`src/rtl/ah_snoop_hazard_gate_pkg.sv`:
```
// Shared types for the snoopable write FIFO ordering gate.
package ah_snoop_pkg;

  localparam int unsigned DATA_W_DEFAULT = 140;

  typedef enum logic [1:0] {
    IDLE,
    SNOOP,
    WAIT,
    FWD
  } snoop_gate_state_t;

endpackage

```
`src/rtl/ah_snoop_hazard_gate_sat_counter.sv`:
```
// Saturating up-counter with synchronous clear; holds at all-ones.
module ah_sat_counter #(
  parameter int unsigned WIDTH = 16
) (
  input  logic             clk,
  input  logic             clr_i,
  input  logic             inc_i,
  output logic [WIDTH-1:0] cnt_o
);

  logic [WIDTH-1:0] cnt_q;
  logic [WIDTH-1:0] cnt_d;

  always_comb begin
    cnt_d = cnt_q;
    if (inc_i && (cnt_q != '1)) begin
      cnt_d = cnt_q + WIDTH'(1);
    end
  end

  always_ff @(posedge clk) begin
    if (clr_i) begin
      cnt_q <= '0;
    end else begin
      cnt_q <= cnt_d;
    end
  end

  assign cnt_o = cnt_q;

endmodule

```
`src/rtl/ah_snoop_hazard_gate.sv`:
```
// Holds a request while it hits an in-flight FIFO entry; forwards it once a snoop misses.
module ah_snoop_hazard_gate
  import ah_snoop_pkg::*;
#(
  parameter int unsigned DATA_W    = DATA_W_DEFAULT,
  parameter int unsigned RETRY_GAP = 3,
  parameter int unsigned CNT_W     = 16
) (
  input  logic              clk,
  input  logic              rstn,
  input  logic [DATA_W-1:0] req_data,
  input  logic              req_valid,
  output logic              req_ready,
  output logic [DATA_W-1:0] out_data,
  output logic              out_valid,
  input  logic              out_ready,
  output logic [DATA_W-1:0] sdata,
  output logic              svalid,
  input  logic              smatch,
  output logic              busy,
  output logic [CNT_W-1:0]  hazard_cnt
);

  localparam int unsigned      GAP_W    = $clog2(RETRY_GAP + 1);
  localparam logic [GAP_W-1:0] GAP_LOAD = GAP_W'(RETRY_GAP - 1);

  snoop_gate_state_t state_q, state_d;
  logic [GAP_W-1:0]  gap_q, gap_d;
  logic [DATA_W-1:0] hold_q, hold_d;
  logic              accept;
  logic              hit;

  assign accept = req_valid && req_ready;
  assign hit    = (state_q == SNOOP) && smatch;

  always_ff @(posedge clk) begin
    if (rstn) begin
      state_q <= IDLE;
      gap_q   <= '0;
      hold_q  <= '0;
    end else begin
      state_q <= state_d;
      gap_q   <= gap_d;
      hold_q  <= hold_d;
    end
  end

  always_comb begin
    state_d = state_q;
    gap_d   = gap_q;
    hold_d  = hold_q;
    unique case (state_q)
      IDLE: begin
        if (accept) begin
          hold_d  = req_data;
          state_d = SNOOP;
        end
      end
      SNOOP: begin
        if (smatch) begin
          gap_d   = GAP_LOAD;
          state_d = WAIT;
        end else begin
          state_d = FWD;
        end
      end
      // Counter runs RETRY_GAP-1 down to 0 inclusive: exactly RETRY_GAP idle cycles.
      WAIT: begin
        if (gap_q == '0) begin
          state_d = SNOOP;
        end else begin
          gap_d = gap_q - GAP_W'(1);
        end
      end
      FWD: begin
        if (out_ready) begin
          state_d = IDLE;
        end
      end
      default: state_d = IDLE;
    endcase
  end

  always_comb begin
    req_ready = (state_q == IDLE) && !rstn;
    svalid    = (state_q == SNOOP);
    out_valid = (state_q == FWD);
    busy      = (state_q != IDLE);
  end

  assign sdata    = hold_q;
  assign out_data = hold_q;

  ah_sat_counter #(
    .WIDTH(CNT_W)
  ) u_hazard_cnt (
    .clk  (clk),
    .clr_i(rstn),
    .inc_i(hit),
    .cnt_o(hazard_cnt)
  );

endmodule
```
`config.mk`:
```
export PLATFORM = sky130hd
export DESIGN_NAME = ah_snoop_hazard_gate
export DESIGN_NICKNAME = d
export VERILOG_FILES = /design/src/rtl/ah_snoop_hazard_gate_pkg.sv /design/src/rtl/ah_snoop_hazard_gate_sat_counter.sv /design/src/rtl/ah_snoop_hazard_gate.sv
export SDC_FILE = /design/constraint.sdc
export NUM_CORES = 1
export LEC_CHECK = 0
export CAP_MARGIN = 15
export CORE_AREA = 2 2 173 175
export DETAILED_ROUTE_END_ITERATION = 10
export DIE_AREA = 0 0 175 177
export SETUP_SLACK_MARGIN = 0.2
export SLEW_MARGIN = 25
export SYNTH_ARGS = -nofsm -noshare
export SYNTH_HDL_FRONTEND = slang
export SYNTH_SLANG_ARGS = --single-unit
```
`constraint.sdc`:
```
create_clock -name clk -period 2.4 [get_ports clk]
set_clock_uncertainty 0.1 [all_clocks]
set_input_delay 0.72 -clock clk [delete_from_list [all_inputs] [get_ports clk]]
set_output_delay 0.72 -clock clk [all_outputs]
set_load 0.01 [all_outputs]
```
# Word-level counts from Yosys, hierarchy flattened
# Cells that the tools add are included.
# totals
out_inout_bits	300
register_bits	160
# classes
eq_ne	9
muxes	8
add_sub_neg	2
reduce_logical	12
# op_table
operator	count
$add A16 B1 Y16 const B	1
$ne A16 B16 Y1 const B	1
$mux W2	5
$pmux W2 S4	1
$ne A2 B2 Y1 const B	3
$reduce_and A3 Y1	2
$eq A2 B2 Y1 const B	2
$logic_and A1 B1 Y1	4
$logic_not A2 Y1	2
$ne A2 B1 Y1 const B	2
$pmux W2 S2	1
$reduce_bool A2 Y1	2
$eq A2 B1 Y1 const B	1
$reduce_and A2 Y1	1
$sub A2 B1 Y2 const B	1
$logic_not A1 Y1	1
$mux W1	1

# Logic depth before layout (Yosys ltp)
# depth
depth_word	5
mapped_depth	9

# By module
# From an unflattened synthesis, not the netlist that was laid out.
# unflattened
cells_unflattened	885
hier_area_um2	7405.9
# modules_own_cells
mod	instances	cells_each	seq_area_each_um2	area_per_inst_um2
ah_snoop_hazard_gate	1	786	2882.8	6557.5
ah_sat_counter	1	99	320.3	848.3

# Worst setup path before layout
# Ideal clock, no wire load.
# synth_timing
kind	register -> register
startpoint	reg state_q[1]
endpoint	reg u_hazard_cnt.cnt_q[9], in the netlist u_hazard_cnt.cnt_o[9]
setup_ps	70
arrival_ps	1987
synth_period_minus_slack_ps	2157
setup_slack_ps	243
required_time_ps	2230
stages_incl_launch_ff	8
cell_sequence	dfxtp_1 inv_1 ha_1 nand2_2 or4_1 clkbuf_2 or4_1 a21oi_1
# synth_via
elab_chain_len	3
# synth_lines
item	line_no	rtl
start: declaration	ah_snoop_hazard_gate.sv:27	snoop_gate_state_t state_q, state_d;
start signal: assignment	ah_snoop_hazard_gate.sv:42	state_q <= state_d;
$eq A2 B1 Y1	-	
net svalid	ah_snoop_hazard_gate.sv:18	output logic svalid,
$logic_and A1 B1 Y1	ah_snoop_hazard_gate.sv:34	assign hit = (state_q == SNOOP) && smatch;
$logic_and A1 B1 Y1	ah_snoop_hazard_gate_sat_counter.sv:16	if (inc_i && (cnt_q != '1)) begin
end signal: assignment	ah_snoop_hazard_gate_sat_counter.sv:25	cnt_q <= cnt_d;
end: declaration	ah_snoop_hazard_gate_sat_counter.sv:11	logic [WIDTH-1:0] cnt_q;
# The timed path passes the listed nets, and every way through them passes these cells.
# A chain may end at the register's enable or synchronous reset.

# Final worst setup path
# layout_timing
startpoint	reg hold_q[80], in the netlist out_data[80]
endpoint	out out_data[80]
# layout_lines
item	line_no	rtl
start: declaration	ah_snoop_hazard_gate.sv:29	logic [DATA_W-1:0] hold_q, hold_d;
start signal: assignment	ah_snoop_hazard_gate.sv:44	hold_q <= hold_d;
end: declaration	ah_snoop_hazard_gate.sv:14	output logic [DATA_W-1:0] out_data,
# No word-level cell between the ends.

==> impl_summary.txt <==
----------------------------------------------------
[Status]
  Status ... finished, final reports clean

[Power]
  Leakage Power ... 7.95 nW
  Maximum VDD drop ... 430 uV
  Total power per unit cell area ... 810 mW/mm2
  PnR Total Power ... 9.93 mW

[Setup path]
  Critical path arrival ... 1340 ps
  Crit path launch ... out_data[80]
  Kind of cell with the highest combined delay on the critical path ... buffers and inverters
  Master of the slowest instance on the critical path ... clkdlybuf4s50_1
  Critical-path cell list ... clkdlybuf4s50_1
  Largest incremental delay on the critical path ... 550 ps
  Kind of end point of the critical path ... output port
  R2R Path Start ... state_q[1]
  Worst path depth ... 1
  Sum of buffers and inverters on the critical path ... 1
  Critical path class ... register to output port
  Critical path fanouts, max ... 3
  Cell depth of the worst flop-to-flop path ... 6
  CP Launch Type ... register
  Worst Path Required ... 1580 ps

[Logic synthesis]
  Share of the yosys chip area belonging to registers ... 0.441
  Synth Area per Inst ... 8.20 um2
  FF+latch count, synth ... 160
  Synth Instances ... 885
  Post-synthesis instance area ... 0.00726 mm2
  Number of warnings issued by yosys ... 0
  Syn_nets ... 1036
  Count of different cell masters after synthesis ... 36

[CTS]
  Buffer depth of the longest clock path ... 2
  TritonCTS clock tree ... yes
  Sinks on Clock Net ... 160
  Deepest level of the CTS H-tree ... 4
  Post-CTS Repair Setup Buffers ... 0
  Clk pin slew, worst setup/hold paths ... 80 ps
  Clock Latency Late Sink ... 410 ps
  Hold Buf Count CTS ... 0
  Number of buffers added by the clock tree synthesis step ... 17
  CTS root buf ... clkbuf_16

[Placement]
  Number of placed cells counting well taps ... 1558
  Routability congestion estimate from global placement ... 0.795
  Count of input and output buffers ... 444
  Post-placement cell area ... 0.0112 mm2
  Post-detail-place hpwl ... 17.7 mm

[Detailed routing]
  Residual DRC count ... 0
  Number of iterations in the first detailed-routing pass ... 4
  Via total after detailed routing ... 6736
  Total wire length after detailed routing ... 24.6 mm
  Routed length per placed instance ... 15.5 um
  Final ANT Viol Nets ... 0
  Starting DRT DRC Count ... 252
  Via-per-instance ratio ... 4.24

[Global routing]
  Number of global-route vias before repair ... 6535
  Total global routing overflow ... 0
  Initial antenna violation count ... 0
  Maximum number of pins on one net before global-route repair ... 164
  Total Routing Usage GR ... 0.153
  First-pass GRT wire length ... 37.0 mm

[Timing]
  Unrepaired setup endpoints after global routing ... true
  F_max ... 0.464 GHz
  Final slew viol count ... 0
  Final period util ... 0.898
  Max-slew headroom at the worst pin ... 0.613
  Slew at the pin closest to its max-slew limit ... 580 ps
  Final-report setup violation count ... 0
  Number of hold violations in the final report ... 0
  Final-layout setup total negative slack ... 0 ps
  Tmin final ... 2160 ps

[Cells and area]
  Count of filler cells inserted in the layout ... 2874
  Share of layout cells above drive strength 1 ... 0.0992
  Antenna Cells ... 0
  Net count reported at finish ... 1338
  Synthesis-to-layout area growth ... 68.8%
  Final cell area excluding filler cells ... 0.0122 mm2
  Fin cells ... 1590

[Die]
  I/O pins ... 445
  Die H ... 177 um
  Horizontal extent of the die ... 175 um
  Standard-cell rows ... 63
  Core Area ... 0.0292 mm2
  Area enclosed by the die boundary ... 0.0310 mm2
  Initial core utilization ... 0.248

[Worst hold path]
  Worst hold path cell count ... 2
  Worst min-delay path category ... register to register
  Hold Path Origin ... gap_q[0]

[Job]
  Max-cap violations ... 0

----------------------------------------------------
==> worst paths after layout <==
kind                                              end  slack, ps
worst max register to register  u_hazard_cnt.cnt_o[9]        370
worst min register to register               gap_q[0]        360
worst min-delay path                         gap_q[0]        360
worst max-delay path                     out_data[80]        240
==> layout by cell type, fill, tap and decap left out, types with 10 or more instances in the layout <==
cell type	n
nor2_1	10
buf_4	26
nand2_1	292
dfxtp_2	32
nand3b_1	143
dlygate4sd2_1	78
clkdlybuf4s50_1	188
dfxtp_1	126
a21oi_1	13
dlymetal6s2s_1	173
clkbuf_16	17
==> final cells by class <==
type                       count  area, um2  share of cell area
sequential                   160       3250               0.265
timing repair buffer         474       5050               0.413
clock buffer                  19        453              0.0370
clock inverter                13        141              0.0115
multi-input combinational    525       2830               0.231
inverter                       9       33.8             0.00276
tap                          390        488              0.0398
==> worst register-to-register path, stage by stage (launching register included) <==
cell	delay, ps
dfxtp_4	360
inv_2	90
ha_4	180
nand2_2	60
or4_4	530
or4_1	480
a21oi_1	150
==> per-stage QoR <==
step,hold WS (ps),setup slack [ps],util
floorplan,336,243,-
global placement,345,-341,0.384
detailed placement,351,-385,0.384
CTS,361,84.9,0.404
global route,406,174,0.419
finish,365,244,0.419
==> where the power goes <==
group	switching, mW	internal, mW	total (mW)
clock network	1.25	1.53	2.77
logic	1.62	1.91	3.54
registers	0.437	3.18	3.61
==> registers in the layout (all words and copies together) (netlist names) <==
signal,cells
state_q,2
u_hazard_cnt.cnt_o,16
gap_q,2
out_data,140
==> Yosys cell counts <==
cell type / instances / area [um2]
inv_1: 9 / 33.8
nand3b_1: 143 / 1070
mux2_2: 3 / 33.8
dfxtp_1: 160 / 3200
a31oi_1: 1 / 6.26
or3_1: 2 / 12.5
o41ai_1: 1 / 8.76
or4_2: 2 / 17.5
ha_1: 6 / 75.1
o31ai_1: 5 / 37.5
o21ai_0: 4 / 20.0
clkbuf_1: 44 / 165
mux2i_1: 2 / 20.0
o211ai_1: 1 / 7.51
nand3_1: 6 / 30.0
buf_4: 140 / 1050
nor4_2: 1 / 12.5
nor2_1: 10 / 37.5
nand4_1: 5 / 31.3
a211oi_1: 2 / 15.0
nor3b_1: 1 / 7.51
nand2_1: 292 / 1100
nor4_1: 5 / 31.3
a222oi_1: 1 / 10.0
buf_2: 1 / 5.00
and2_1: 2 / 12.5
clkbuf_2: 1 / 5.00
and3_2: 1 / 7.51
nor2b_1: 4 / 25.0
nand2_2: 1 / 6.26
or4_1: 5 / 37.5
and2_2: 1 / 7.51
nor3_1: 3 / 15.0
buf_1: 5 / 18.8
or3_2: 2 / 15.0
a21oi_1: 13 / 65.1
==> repair_timing <==
| item | in CTS | in global routing |
|---|---|---|
| hold endpoints to repair | 0 | 0 |
| gates resized for setup | 128 | 181 |
| endpoints found under the setup margin | 136 | 189 |
==> metal layers <==
metal / vias to the layer above / track usage / share of wire
met5: - / 0 / 0
met4: 0 / 0.0365 / 0.011
met3: 15 / 0.0395 / 0.068
met2: 274 / 0.263 / 0.50
met1: 3107 / 0.190 / 0.42
li1: 3340 / - / -
==> cell families after synthesis <==
| group | synth area share |
|---|---|
| compound gates | 0.0234 |
| simple gates | 0.341 |
| mux | 0.00741 |
| flops | 0.441 |
| fa+ha+maj | 0.0103 |
| buf+inv | 0.176 |
(Power assumes the default switching activity.)
